$ cat src/rtl/irq_timer_if.sv
// Register bus between a CPU-side master and the irq_timer slave.
// The master drives the word select, write strobe and write data. The timer
// returns combinational read data and a level-sensitive interrupt request.
interface irq_timer_if;
  logic [1:0]  addr;
  logic        we;
  logic [31:0] wd;
  logic [31:0] rd;
  logic        irq;

  modport master (
    output addr,
    output we,
    output wd,
    input  rd,
    input  irq
  );

  modport slave (
    input  addr,
    input  we,
    input  wd,
    output rd,
    output irq
  );
endinterface

$ cat src/rtl/irq_timer.sv
// Programmable down-counting interrupt timer.
// Register map:
//   word 0 = CTRL   (bit 0 EN, bits 2:1 MODE, bit 3 IM)
//   word 1 = PRESET
//   word 2 = COUNT  (read-only)
//   word 3 = reserved, reads as zero
// MODE 01 reloads the counter from PRESET after every interrupt.
// Every other MODE value behaves as one-shot, and one-shot clears EN once the
// interrupt fires. A CPU write to CTRL or PRESET always returns the sequencer
// to IDLE and drops a pending interrupt. That write overrides whatever the
// sequencer would otherwise have done on the same edge.
module irq_timer (
  input  logic        clk,
  input  logic        reset,
  irq_timer_if.slave  bus
);

  typedef enum logic [1:0] {
    IDLE = 2'd0,
    LOAD = 2'd1,
    CNT  = 2'd2,
    INT  = 2'd3
  } state_e;

  localparam logic [1:0] ADDR_CTRL   = 2'd0;
  localparam logic [1:0] ADDR_PRESET = 2'd1;
  localparam logic [1:0] ADDR_COUNT  = 2'd2;
  localparam logic [1:0] MODE_RELOAD = 2'b01;

  state_e      state_q, state_d;
  logic [3:0]  ctrl_q, ctrl_d;
  logic [31:0] preset_q, preset_d;
  logic [31:0] count_q, count_d;
  logic        irqf_q, irqf_d;

  logic        wrCtrl;
  logic        wrPreset;
  logic        cpuWrite;
  logic        enable;
  logic        reloadMode;
  logic        countExpiring;

  // Decode the CPU write strobes and control fields.
  // A COUNT of 0 or 1 both mean "expire this edge", so that PRESET=0 acts like PRESET=1.
  always_comb begin
    wrCtrl        = bus.we && (bus.addr == ADDR_CTRL);
    wrPreset      = bus.we && (bus.addr == ADDR_PRESET);
    cpuWrite      = wrCtrl || wrPreset;
    enable        = ctrl_q[0];
    reloadMode    = (ctrl_q[2:1] == MODE_RELOAD);
    countExpiring = (count_q <= 32'd1);
  end

  // State register plus the programmer-visible registers; reset clears everything at once.
  always_ff @(posedge clk or negedge reset) begin
    if (!reset) begin
      state_q  <= IDLE;
      ctrl_q   <= 4'd0;
      preset_q <= 32'd0;
      count_q  <= 32'd0;
      irqf_q   <= 1'b0;
    end else begin
      state_q  <= state_d;
      ctrl_q   <= ctrl_d;
      preset_q <= preset_d;
      count_q  <= count_d;
      irqf_q   <= irqf_d;
    end
  end

  // Next-state logic; any CTRL/PRESET write forces the sequencer back to IDLE.
  always_comb begin
    state_d = state_q;
    case (state_q)
      IDLE: begin
        if (enable) begin
          state_d = LOAD;
        end
      end
      LOAD: begin
        state_d = CNT;
      end
      CNT: begin
        if (!enable) begin
          state_d = IDLE;
        end else if (countExpiring) begin
          state_d = INT;
        end
      end
      INT: begin
        state_d = IDLE;
      end
      default: begin
        state_d = IDLE;
      end
    endcase
    if (cpuWrite) begin
      state_d = IDLE;
    end
  end

  // Register updates per state; CPU writes are applied last so they win over the sequencer.
  always_comb begin
    ctrl_d   = ctrl_q;
    preset_d = preset_q;
    count_d  = count_q;
    irqf_d   = irqf_q;
    case (state_q)
      LOAD: begin
        count_d = preset_q;
      end
      CNT: begin
        if (enable) begin
          if (countExpiring) begin
            count_d = 32'd0;
            irqf_d  = 1'b1;
          end else begin
            count_d = count_q - 32'd1;
          end
        end
      end
      INT: begin
        if (reloadMode) begin
          irqf_d = 1'b0;
        end else begin
          ctrl_d[0] = 1'b0;
        end
      end
      default: begin
      end
    endcase
    if (wrCtrl) begin
      ctrl_d = bus.wd[3:0];
      irqf_d = 1'b0;
    end
    if (wrPreset) begin
      preset_d = bus.wd;
      irqf_d   = 1'b0;
    end
  end

  // Read mux and masked interrupt output, both purely combinational.
  always_comb begin
    case (bus.addr)
      ADDR_CTRL:   bus.rd = {28'd0, ctrl_q};
      ADDR_PRESET: bus.rd = preset_q;
      ADDR_COUNT:  bus.rd = count_q;
      default:     bus.rd = 32'd0;
    endcase
    bus.irq = irqf_q && ctrl_q[3];
  end

endmodule
$ cat src/flat_wrapper.sv
// flat-port wrapper written by rule: the top's interface ports become plain ports
module irq_timer_flat 
  (clk, reset, bus_addr, bus_we, bus_wd, bus_rd, bus_irq);
  irq_timer_if bus_i ();
  input  logic clk;
  input  logic reset;
  input wire logic [$bits(bus_i.addr)-1:0] bus_addr;
  input wire logic [$bits(bus_i.we)-1:0] bus_we;
  input wire logic [$bits(bus_i.wd)-1:0] bus_wd;
  output wire logic [$bits(bus_i.rd)-1:0] bus_rd;
  output wire logic [$bits(bus_i.irq)-1:0] bus_irq;
  assign bus_i.addr = bus_addr;
  assign bus_i.we = bus_we;
  assign bus_i.wd = bus_wd;
  assign bus_rd = bus_i.rd;
  assign bus_irq = bus_i.irq;
  irq_timer u_core (.clk(clk), .reset(reset), .bus(bus_i));
endmodule
$ cat config.mk
export PLATFORM = sky130hd
export DESIGN_NAME = irq_timer_flat
export DESIGN_NICKNAME = d
export VERILOG_FILES = /design/src/rtl/irq_timer_if.sv /design/src/rtl/irq_timer.sv /design/src/flat_wrapper.sv
export SDC_FILE = /design/constraint.sdc
export NUM_CORES = 1
export LEC_CHECK = 0
export CAP_MARGIN = 5
export CORE_ASPECT_RATIO = 1.75
export CORE_MARGIN = 2
export CORE_UTILIZATION = 40
export DETAILED_ROUTE_END_ITERATION = 10
export PLACE_DENSITY = 0.63
export SYNTH_ARGS = -nofsm -noshare
export SYNTH_HDL_FRONTEND = slang
export SYNTH_SLANG_ARGS = --single-unit
export TNS_END_PERCENT = 1
$ cat constraint.sdc
create_clock -name clk -period 2.6 [get_ports clk]
set_input_delay 0.78 -clock clk [delete_from_list [all_inputs] [get_ports clk]]
set_output_delay 0.78 -clock clk [all_outputs]
set_load 0.01 [all_outputs]
==> impl_metrics.csv, run 1 <==
group,metric,value,unit
yosys,synth_edf_count,0,
yosys,netlist_instances,402,
place,placed_cells,593,
cells_and_area,n_antenna_cell,0,
min_path,hp-class,"in2async",
clock_network,tritoncts,"yes",
yosys,ys_warn_count,0,
drt,vias,3578,
drt,routed_via_density,5.82,
timing,skew,5.50,ps
floorplanning,die-area,0.0111,sq mm
timing,rsz0062_at_grt,"false",
cells_and_area,fin_nets,525,
timing,hold_viol,0,
yosys,synth.avg_cell_area,10.2,sq um
pwr,power_density,905,mW/mm^2
clock_network,hold_buffers,0,
worst_setup_path,startpoint_type,"input port",
cells_and_area,area_growth,30.5,%
yosys,synthesis.nets,441,
worst_setup_path,r2r_start,"u_core.count_q[0]",
yosys,synth_area,0.00409,sq mm
drt,drt_first_pass_iters,4,
worst_setup_path,crit_required,1820,ps
worst_setup_path,crit_top_cell,"buf_2",
yosys,synthFlopType,"dfrtp_1",
cells_and_area,stdcell_count,615,
status,status,"complete, no violations",
worst_setup_path,r2r.worst_path.cells,8,
floorplanning,rows,48,
floorplanning,core-area,0.00991,sq mm
pwr,power_leakage,0.00222,uW
floorplanning,die_height,138,microns
floorplanning,initial_core_util,0.412,
timing,drv_slew,0,
cells_and_area,drive_gt1_frac,0.263,
clock_network,cts_max_path_buffers,2,
clock_network,cts_sinks,71,
drt,drc,0,
place,gp_congestion,0.863,
timing,timing.final.crit_share,0.990,
floorplanning,die-width,80.4,microns
pwr,p_total,4820,uW
timing,tightestPinTransition,578,ps
grt,grt_pass1_wl,18300,microns
yosys,synth_top_area_cell,"dfrtp_1",
worst_setup_path,path_cells,"buf_2 > nor2b_4 > buf_6 > bufbuf_16 > a22o_1 > buf_2",
drt,wl,11300,microns
worst_setup_path,slowest_delay,260,ps
pwr,ir_worst_vdd,0.000491,V
place,place_hpwl,7710,microns
clock_network,clk_pin_slew,50,ps
grt,grt_pass1_vias,3557,
grt,antenna_found_initial,0,
worst_setup_path,crit_slowest_cell,"bufbuf_16",
flow_run,cap_violations,0,
grt,grt_max_degree,72,
cells_and_area,ff_latch_area,0.00178,sq mm
timing,whs,446,ps
clock_network,clk_latency,340,ps
yosys,synthArstFlopShare,1.00,
drt,detail-route-antenna-nets,0,
clock_network,htreeDepth,3,
drt,drt_iter0_drc,205,
cells_and_area,multi_input_area,0.00211,sq mm
timing,max_slew_margin,0.615,
yosys,synth-seq-cells,71,
worst_setup_path,endpoint_kind,"output pin",
grt,grt_usage,0.216,
place,portBuffers,69,
worst_setup_path,r2r_end,"u_core.count_q[26]",
floorplanning,ios,70,
worst_setup_path,r2r_setup_slack,230,ps
clock_network,cts_made_buffers,9,
yosys,ys_types,52,
timing,finalCriticalPeriod,2570,ps
grt,grt-ovfl-total,0,
worst_setup_path,cp.arrival,1790,ps
worst_setup_path,crit_fanout,7,
timing,max_freq,0.389,GHz
clock_network,clockRootBuffer,"clkbuf_16",
cells_and_area,n_fill_cell,908,
drt,wire_per_inst,18.4,microns
yosys,yosysSeqAreaShare,0.435,
yosys,synthTopCellsByArea,"dfrtp_1 43%, mux2_2 9.6%, a22o_1 7.7%",
yosys,synth_top_area_frac,0.435,
timing,setup_violations,0,
worst_setup_path,crit_type,"in2out",
-- per-layer routing --
metal  share of wire  routed length (microns)  up-vias  GRT usage
met5               0                        0        -          0
met4           0.022                      243        0     0.0838
met3           0.046                      516       15     0.0406
met2            0.54                     6050       91      0.378
met1            0.40                     4480     1781      0.258
li1                -                        -     1691          -
-- registers in the layout, summed over array words and instances, names as in the netlist --
name	flops
u_core.ctrl_q	4
u_core.preset_q	32
u_core.state_q	2
u_core.irqf_q	1
u_core.count_q	32
-- per-stage QoR --
| stage | cell area (sq um) | setup slack, ps | utilization | TNS [ps] |
|---|---|---|---|---|
| after CTS | 5420 | -148 | 0.547 | -2060 |
| after detailed placement | 5040 | -629 | 0.508 | -18730 |
| after floorplan | 4090 | 29.4 | - | 0 |
| after global routing | 5330 | 0.421 | 0.538 | 0 |
| after global placement | 5040 | -621 | 0.508 | -18360 |
| final | 5330 | 26.7 | 0.538 | 0 |
-- worst max path at each step --
stage | cells past startpoint | start | to | slack, ps
floorplan | 5 | bus_addr[1] | bus_rd[10] | 30
global placement | 5 | bus_addr[0] | bus_rd[21] | -620
detailed placement | 5 | bus_addr[1] | bus_rd[21] | -630
CTS | 6 | bus_addr[0] | bus_rd[24] | -150
global route | 6 | bus_addr[1] | bus_rd[22] | 0.4
finish | 6 | bus_addr[1] | bus_rd[26] | 30
-- cells by family (layout without fill, tap and decap cells) --
logic type	after synthesis	after routing	synth area share
AOI/OAI and AO/OA	130	130	0.238
adders and majority gates	2	2	0.00612
buffers and inverters	48	136	0.0542
DFF	71	71	0.435
muxes	41	41	0.111
and+or+nand+nor	110	110	0.155
-- power by group --
group | internal (uW) | switching [uW] | leakage (uW)
combinational | 862 | 912 | 0.00123
clock | 666 | 442 | 0.000127
sequential | 1450 | 489 | 0.000865
total | 2980 | 1840 | 0.00222
-- cells in the mapped netlist (5+ instances only) --
cell,number
o21ai_0,27
a22oi_1,8
mux2_2,35
nor2b_1,7
o22ai_1,5
nor3_1,19
nand3_1,8
a22o_1,36
a32oi_1,9
nand2_1,26
o2bb2ai_1,12
inv_1,17
dfrtp_1,71
mux2i_1,6
nor2_1,19
clkbuf_1,20
a21oi_1,10
-- worst max-delay path: cells and delay by family --
family          cells  cell delay [ps]
compound gates      1              230
buf+inv             4              630
simple gates        1              140
-- cells in the final DEF, fill, tap and decap left out, types with 3 or more instances in the layout --
master           netlist  final
a21oi_1               10      9
a22o_1                36     36
a22oi_1                8      8
a32oi_1                9      9
and2_1                 3      3
buf_12                 0      6
buf_2                  3     13
buf_4                  1     26
clkbuf_1              20      4
clkbuf_16              0      9
clkbuf_2               0      8
clkdlybuf4s15_2        0     10
clkdlybuf4s50_1        0     34
dfrtp_1               71     71
dlygate4sd2_1          0      3
inv_1                 17     17
mux2_2                35     35
mux2i_1                6      6
nand2_1               26     26
nand3_1                8      8
nor2_1                19     19
nor2b_1                7      5
nor3_1                19     19
nor4_1                 4      4
o21ai_0               27     27
o21ai_1                4      4
o22ai_1                5      5
o2bb2ai_1             12     12
o41ai_1                4      4
or2_2                  3      3
-- final cells by class --
class                   instances  share of cell area
well taps                     125              0.0293
repair buffers                104               0.182
clock inverters                 1            0.000939
multi-input cells             283               0.395
clock buffers                  14              0.0477
flip-flops and latches         71               0.333
inverters                      17              0.0120
-- what timing repair did --
| action | 4_1_cts | 5_1_grt |
|---|---|---|
| gates resized for setup | 90 | 30 |
| pin swaps | 0 | 1 |
| setup endpoints to repair | 32 | 22 |
| gates cloned | 2 | 0 |
| buffers inserted | 5 | 1 |
| hold endpoints to repair | 0 | 0 |
Note: power is estimated with default switching activity, not from simulation.
==> run 2: changes to the inputs <==
--- a/config.mk
+++ b/config.mk
@@ -11,6 +11,7 @@
 export CORE_UTILIZATION = 40
 export DETAILED_ROUTE_END_ITERATION = 10
 export PLACE_DENSITY = 0.63
+export SETUP_SLACK_MARGIN = 0.1
 export SYNTH_ARGS = -nofsm -noshare
 export SYNTH_HDL_FRONTEND = slang
 export SYNTH_SLANG_ARGS = --single-unit
==> impl_metrics.csv, run 2 (synthesized netlist as in run 1, its figures left out) <==
group,metric,value,unit
status,status,"complete, no violations",
timing,setup_violations,0,
cells_and_area,area_growth,32.0,%
grt,grt_max_degree,72,
drt,drt_iter0_drc,292,
floorplanning,rows,48,
clock_network,cts_max_path_buffers,2,
timing,tightestPinTransition,497,ps
cells_and_area,multi_input_area,0.00211,sq mm
worst_setup_path,r2r_end,"u_core.count_q[28]",
worst_setup_path,startpoint_type,"input port",
worst_setup_path,endpoint_kind,"output pin",
place,placed_cells,594,
pwr,ir_worst_vdd,0.000613,V
cells_and_area,stdcell_count,618,
clock_network,tritoncts,"yes",
clock_network,cts_sinks,71,
timing,drv_slew,0,
cells_and_area,n_fill_cell,913,
drt,routed_via_density,5.88,
worst_setup_path,crit_slowest_cell,"a22o_1",
worst_setup_path,cp.arrival,1790,ps
cells_and_area,n_antenna_cell,0,
timing,max_slew_margin,0.668,
drt,drt_first_pass_iters,5,
clock_network,clk_latency,330,ps
grt,grt_pass1_wl,18800,microns
flow_run,cap_violations,0,
worst_setup_path,crit_fanout,7,
pwr,power_density,908,mW/mm^2
drt,wire_per_inst,19.0,microns
cells_and_area,reg.largest.list,"u_core.count_q: 32 flops, u_core.preset_q: 32 flops, u_core.ctrl_q: 4 flops",
worst_setup_path,crit_type,"in2out",
clock_network,clockRootBuffer,"clkbuf_16",
floorplanning,ios,70,
timing,timing.final.crit_share,0.990,
cells_and_area,fin_nets,528,
worst_setup_path,r2r_start,"u_core.count_q[0]",
floorplanning,die_height,138,microns
place,gp_congestion,0.887,
cells_and_area,final_common_cell,"dfrtp_1",
place,portBuffers,69,
drt,detail-route-antenna-nets,0,
grt,antenna_found_initial,0,
clock_network,cts_made_buffers,9,
cells_and_area,drive_gt1_frac,0.262,
drt,vias,3635,
grt,grt_pass1_vias,3627,
floorplanning,initial_core_util,0.412,
worst_setup_path,slowest_delay,220,ps
place,pre_cts_ws,-629,ps
clock_network,clk_pin_slew,50,ps
cells_and_area,final_cell_mix,"71 x dfrtp_1, 36 x a22o_1, 35 x mux2_2",
timing,hold_viol,0,
floorplanning,die-area,0.0111,sq mm
drt,wl,11700,microns
timing,skew,5.33,ps
place,place_hpwl,7640,microns
worst_setup_path,path_cells,"buf_4 > nor2b_4 > buf_12 > buf_8 > buf_16 > a22o_1 > buf_2",
pwr,power_leakage,0.00227,uW
clock_network,htreeDepth,3,
worst_setup_path,crit_required,1820,ps
timing,max_freq,0.388,GHz
floorplanning,die-width,80.4,microns
worst_setup_path,r2r.worst_path.cells,7,
timing,rsz0062_at_grt,"true",
timing,finalCriticalPeriod,2570,ps
grt,grt-ovfl-total,0,
cells_and_area,ff_latch_area,0.00178,sq mm
drt,drc,0,
min_path,hp-class,"in2async",
timing,layout_setup_ws,25.6,ps
grt,grt_usage,0.226,
floorplanning,core-area,0.00991,sq mm
worst_setup_path,r2r_setup_slack,190,ps
==> run 2: routing by layer <==
metal | vias up | share of wire | track usage | wire length [microns]
met2 | 133 | 0.52 | 0.380 | 6130
met3 | 29 | 0.049 | 0.0380 | 573
met1 | 1766 | 0.39 | 0.271 | 4620
met4 | 0 | 0.036 | 0.124 | 417
li1 | 1707 | - | - | -
met5 | - | 0 | 0 | 0
==> run 2: critical path: cells and delay by family <==
family	cells	cell delay (ps)
buffers and inverters	5	650
AO/OA/AOI/OAI	1	220
AND/OR/NAND/NOR	1	130
==> run 2: worst max path at each step <==
stage / to / from
2_1_floorplan: bus_rd[10] / bus_addr[1]
3_3_place_gp: bus_rd[21] / bus_addr[0]
3_5_place_dp: bus_rd[21] / bus_addr[1]
4_1_cts: bus_rd[20] / bus_addr[1]
5_1_grt: bus_rd[6] / bus_addr[1]
6_report: bus_rd[20] / bus_addr[1]
==> run 2: per-stage QoR <==
stage | hold slack, ps | setup TNS (ps) | area (sq um) | util | power [uW]
2_1_floorplan | 473 | 0 | 4090 | - | 3060
3_3_place_gp | 507 | -18090 | 5060 | 0.510 | 3720
3_5_place_dp | 506 | -18770 | 5060 | 0.510 | 3770
4_1_cts | 484 | 0 | 5400 | 0.545 | 4900
5_1_grt | 498 | 0 | 5390 | 0.544 | 5190
6_report | 453 | 0 | 5390 | 0.544 | 4890
==> run 2: final cells by class <==
cell class | count | area share
multi-input cells | 283 | 0.391
flip-flops and latches | 71 | 0.330
repair buffers | 107 | 0.188
inverters | 17 | 0.0118
well taps | 125 | 0.0290
clock buffers | 15 | 0.0515
==> run 2: power by group <==
part | switching, uW | internal, uW
Sequential | 471 | 1450
Combinational | 945 | 865
Clock | 440 | 720
==> run 2: what timing repair did <==
item,CTS,global route
pin swaps,7,0
setup endpoints to repair,32,33
resized for setup,122,2
gates cloned,4,0
setup buffers,5,0
hold endpoints to repair,0,0
hold buffers,0,0
